===== src/rtl/hazard_scoreboard.sv =====
// ID-stage hazard tracker: in-flight destination tags, operand forwarding and load-use stall; outputs are combinational, issue lands 1 cycle later.
// HAZARD_FWD_EN selects forwarding; when undefined any in-flight match interlocks (stall is the only backpressure, hold freezes all state).
module hazard_scoreboard #(
    parameter int ADDR_W     = 5,
    parameter int DATA_W     = 32,
    parameter int NUM_SRC    = 2,
    parameter int DEPTH      = 3,
    parameter int LOAD_READY = 2
) (
    input  logic                      clk,
    input  logic                      rst,
    input  logic                      hold,
    input  logic                      flush,
    input  logic                      issue_valid,
    input  logic                      issue_wen,
    input  logic                      issue_is_load,
    input  logic [ADDR_W-1:0]         issue_waddr,
    input  logic [NUM_SRC-1:0]        src_used,
    input  logic [NUM_SRC*ADDR_W-1:0] src_addr,
    input  logic [NUM_SRC*DATA_W-1:0] rf_rdata,
    input  logic [DEPTH*DATA_W-1:0]   stage_result,
    output logic                      stall,
    output logic [NUM_SRC-1:0]        fwd_hit,
    output logic [NUM_SRC*DATA_W-1:0] src_data,
    output logic [15:0]               stall_cycles
);

    logic [DEPTH-1:0]          ent_valid;
    logic [DEPTH-1:0]          ent_wen;
    logic [DEPTH-1:0]          ent_load;
    logic [ADDR_W-1:0]         ent_waddr [DEPTH];
    logic [DEPTH-1:0]          stage_ready;
    logic [NUM_SRC-1:0]        port_match;
    logic [NUM_SRC-1:0]        port_ready;
    logic [NUM_SRC*DATA_W-1:0] fwd_data;
    logic                      take;

    always_comb begin
        stage_ready = '0;
        for (int i = 0; i < DEPTH; i++) begin
            stage_ready[i] = !ent_load[i] || (i >= LOAD_READY);
        end
    end

    // Scan oldest to youngest so the youngest matching producer overwrites older ones.
    always_comb begin
        port_match = '0;
        port_ready = '0;
        fwd_data   = '0;
        for (int p = 0; p < NUM_SRC; p++) begin
            for (int i = DEPTH - 1; i >= 0; i--) begin
                if (src_used[p] && (src_addr[p*ADDR_W +: ADDR_W] != '0) &&
                    ent_valid[i] && ent_wen[i] &&
                    (ent_waddr[i] == src_addr[p*ADDR_W +: ADDR_W])) begin
                    port_match[p]                 = 1'b1;
                    port_ready[p]                 = stage_ready[i];
                    fwd_data[p*DATA_W +: DATA_W]  = stage_result[i*DATA_W +: DATA_W];
                end
            end
        end
    end

`ifdef HAZARD_FWD_EN
    always_comb begin
        stall    = (|(port_match & ~port_ready)) && !flush;
        fwd_hit  = port_match & port_ready;
        src_data = rf_rdata;
        for (int p = 0; p < NUM_SRC; p++) begin
            if (port_match[p] && port_ready[p]) begin
                src_data[p*DATA_W +: DATA_W] = fwd_data[p*DATA_W +: DATA_W];
            end
        end
    end
`else
    logic unused_fwd;

    always_comb begin
        stall      = (|port_match) && !flush;
        fwd_hit    = '0;
        src_data   = rf_rdata;
        unused_fwd = ^{fwd_data, port_ready};
    end
`endif

    assign take = issue_valid && !stall && !flush;

    always_ff @(posedge clk) begin
        if (rst) begin
            ent_valid    <= '0;
            ent_wen      <= '0;
            ent_load     <= '0;
            stall_cycles <= '0;
            for (int i = 0; i < DEPTH; i++) begin
                ent_waddr[i] <= '0;
            end
        end else if (!hold) begin
            ent_valid[0] <= take;
            ent_wen[0]   <= take && issue_wen && (issue_waddr != '0);
            ent_load[0]  <= take && issue_is_load;
            ent_waddr[0] <= issue_waddr;
            for (int i = 1; i < DEPTH; i++) begin
                ent_valid[i] <= ent_valid[i-1];
                ent_wen[i]   <= ent_wen[i-1];
                ent_load[i]  <= ent_load[i-1];
                ent_waddr[i] <= ent_waddr[i-1];
            end
            if (stall && (stall_cycles != 16'hFFFF)) begin
                stall_cycles <= stall_cycles + 16'd1;
            end
        end
    end

endmodule

===== config.mk =====
export PLATFORM = sky130hd
export DESIGN_NAME = hazard_scoreboard
export DESIGN_NICKNAME = d
export VERILOG_FILES = /design/src/rtl/hazard_scoreboard.sv
export SDC_FILE = /design/constraint.sdc
export NUM_CORES = 1
export LEC_CHECK = 0
export BUFFER_PORTS_ARGS = -buffer_cell sky130_fd_sc_hd__buf_2
export CORE_AREA = 5 5 101 103
export DETAILED_ROUTE_END_ITERATION = 10
export DIE_AREA = 0 0 106 108
export PLACE_DENSITY = 0.69
export SLEW_MARGIN = 0
export SYNTH_ARGS = -nofsm -noshare
export SYNTH_HDL_FRONTEND = slang
export SYNTH_SLANG_ARGS = --single-unit

===== constraint.sdc =====
create_clock -name clk -period 2.31 [get_ports clk]
set_clock_uncertainty 0.1 [all_clocks]
set_input_delay 0.462 -clock clk [delete_from_list [all_inputs] [get_ports clk]]
set_output_delay 0.462 -clock clk [all_outputs]
set_load 0.05 [all_outputs]

==> results.json <==
{
  "hp-start": "rst",
  "fin_crit_sh_pct": 113,
  "violations": "negative setup slack",
  "final.min_clock_period_ns": 2.61,
  "antenna_cells": 0,
  "vias": 1928,
  "path_cells": "xnor2_1 -> nand4_1 -> nor3_1 -> nor3_1 -> o22a_1 -> nor2_2 -> buf_6",
  "drtIter0Drc": 58,
  "grt-ovfl-total": 0,
  "dp_hpwl_um": 4550,
  "multiInputGateArea_sq_mm": 0.00122,
  "start_util_pct": 28.0,
  "regArea_sq_um": 897,
  "numPortBuffers": 39,
  "synth.top_cell.area_share_pct": 19.4,
  "dieHeight_um": 108,
  "slew_headroom_pct": 62.0,
  "ys_types": 38,
  "slew_viol_final": 0,
  "clock_latency_ns": 0.28,
  "finalHoldViolations": 0,
  "worstPathMaxFanout": 3,
  "synth.mux.area_fraction_pct": 5.26,
  "final_util_pct": 31.6,
  "grt_max_degree": 27,
  "clk_pin_slew_ns": 0.08,
  "cp_data_arrival_time_ns": 2.04,
  "row_count": 35,
  "synthToLayoutAreaGrowth_pct": 13.0,
  "fmax_mhz": 384,
  "hold_class": "in -> reg",
  "p_int_uw": 1130,
  "viasPerCell": 4.78,
  "syn_inst": 280,
  "grt_pass1_wl_um": 8920,
  "p_switching_uw": 335,
  "synth_compound_area_share_pct": 4.81,
  "fin_nets": 476,
  "dominantRegCellSynth": "dfxtp_1",
  "grt_pass1_vias": 1874,
  "cp_data_required_time_ns": 1.75,
  "syn_area_sq_mm": 0.00255,
  "pwr-share-seq_pct": 49.2,
  "setup_ws_ns": -0.297,
  "fp.dieW_um": 106,
  "first_pass_iters": 4,
  "worst_path_largest_cell_delay_ns": 0.48,
  "rsz0062_at_grt": "true",
  "layout_commonest_cell": "buf_2",
  "h-tree-depth": 2,
  "finalSetupViolCount": 7,
  "startpoint": "ent_waddr[0][6]",
  "cap_violations": 0,
  "critPathKind": "reg -> out",
  "gp_congestion": 0.826,
  "switching_share_pct": 22.9,
  "async_reset_ff_share_pct": 0,
  "power_uw": 1470,
  "synthSimpleGateAreaFrac_pct": 21.7,
  "synthXorXnorAreaFrac_pct": 11.3,
  "avgSynthCellArea_sq_um": 9.10,
  "cts_max_path_buffers": 2,
  "end_kind": "primary output",
  "numCtsBuffers": 5,
  "tightest_slew_ns": 0.565,
  "clock_sinks": 37,
  "leakagePower_uw": 0.00117,
  "synth_seq_cells": 37,
  "synth_top_family_by_area": "simple AND/OR/NAND/NOR gates",
  "rr_worst_depth": 9,
  "ir_worst_vdd_uv": 350,
  "drc": 0,
  "outcome": "finished with violations",
  "yosys.area.top_type": "buf_4",
  "num-fill-cells": 928,
  "power_density_mw_per_mm2": 509,
  "layout-drive-gt1-share_pct": 37.7,
  "synth_enable_flop_cells": 15,
  "setup.worst_path.end": "stall",
  "cts_tree": "built",
  "grt_use_total_pct": 9.62,
  "reg2reg_slack_ns": -0.12,
  "antenna_found_initial": 0,
  "pwr-share-comb_pct": 11.0,
  "ys_seq_area_share_pct": 35.0,
  "p_clk_share_pct": 39.7,
  "wire_per_inst_um": 14.9,
  "cp-start-kind": "flip-flop",
  "yosys-top-cells-area": "buf_4 (19%), edfxtp_1 (18%), dfxtp_1 (17%)",
  "core_area_sq_mm": 0.00911,
  "mostFrequentLayoutCells": "buf_2 (38), buf_4 (34), xnor2_1 (26)",
  "io-pin-count": 267,
  "rr_startpoint": "stall_cycles[1]",
  "ant_nets": 0,
  "fin_tns_setup_ns": -0.579,
  "cpMostUsedCell": "nor3_1",
  "wl_um": 5990,
  "hold_ws_ns": 0.297,
  "crit_path_top_delay_cell": "edfxtp_1",
  "cts-root-buf": "clkbuf_8",
  "synthAdderAreaFrac_pct": 0.491,
  "die_area_sq_mm": 0.0114,
  "ys.warnings.count": 0,
  "rr_endpoint": "stall_cycles[10]"
}
## flip-flops by register name, indices dropped and copies added, names as in the netlist
register,count
ent_valid,3
ent_waddr,15
ent_wen,3
stall_cycles,16
## through the flow
step           setup WS, ns  cell area, sq um  cells
4_1_cts              -0.237              2770    401
3_3_place_gp         -0.288              2620    391
3_5_place_dp         -0.310              2620    391
5_1_grt              -0.365              2880    403
6_report             -0.297              2880    403
2_1_floorplan       0.00478              2560    281
## synth_stat cells (3+ instances only)
cell,n
o31ai_1,3
and3_1,4
buf_4,66
nand4_1,13
edfxtp_1,15
nand4b_1,3
or4_1,4
nor2b_1,6
and2_1,18
nand3_1,3
nor4_1,3
xnor2_1,27
mux2i_1,4
o21ai_1,4
mux2_1,3
mux2_4,4
xor2_1,6
nand2_1,12
a21oi_1,6
nor2_1,23
o21ai_0,3
nor3_1,8
dfxtp_1,22
clkbuf_1,3
inv_1,4
## cell type report
| class | instances | share of cell area, % |
|---|---|---|
| multi-input combinational | 168 | 42.3 |
| timing repair buffer | 75 | 17.0 |
| tap | 111 | 4.83 |
| clock buffer | 6 | 2.87 |
| sequential | 37 | 31.2 |
| clock inverter | 2 | 1.30 |
| inverter | 4 | 0.522 |
## what timing repair did
action | in CTS | in global routing
gates cloned | 0 | 0
setup buffers | 2 | 2
gates resized for setup | 6 | 16
endpoints found under the setup margin | 12 | 16
endpoints found under the hold margin | 0 | 0
hold buffers | 0 | 0
pin swaps | 2 | 9
## critical path, delay by kind of cell (launching register included)
family | cells | cell delay [ns]
compound gates | 1 | 0.25
buf+inv | 1 | 0.16
flops | 1 | 0.48
simple gates | 4 | 0.65
xor+xnor | 1 | 0.20
## power by group through the flow
| stage | sequential (uW) | clock (uW) | combinational (uW) |
|---|---|---|---|
| 6_report | 722 | 582 | 162 |
| 2_1_floorplan | 732 | 0 | 392 |
| 3_5_place_dp | 736 | 0 | 156 |
| 3_3_place_gp | 735 | 0 | 152 |
| 4_1_cts | 721 | 592 | 158 |
| 5_1_grt | 725 | 618 | 176 |
## how the worst min path moves through the flow
stage | cells past startpoint | to | slack, ns
floorplan | 2 | ent_valid[0] | 0.33
global placement | 2 | ent_valid[0] | 0.36
detailed placement | 2 | ent_valid[0] | 0.36
CTS | 2 | ent_wen[1] | 0.29
global route | 2 | ent_wen[1] | 0.31
finish | 2 | ent_wen[1] | 0.30
## per-layer routing
layer	global-route usage, %	vias up	share of wire (%)
met4	7.77	0	5.7
met2	16.4	72	49
met5	0	-	0
met1	10.6	908	38
met3	1.55	40	7.6
li1	-	908	-
## logic make-up after synthesis
logic type	count (synthesis)
AOI/OAI and AO/OA	20
DFF	37
and+or+nand+nor	101
buffers and inverters	76
other	1
muxes	11
adders and majority gates	1
xor gates and xnor gates	33
(Power assumes the default switching activity.)
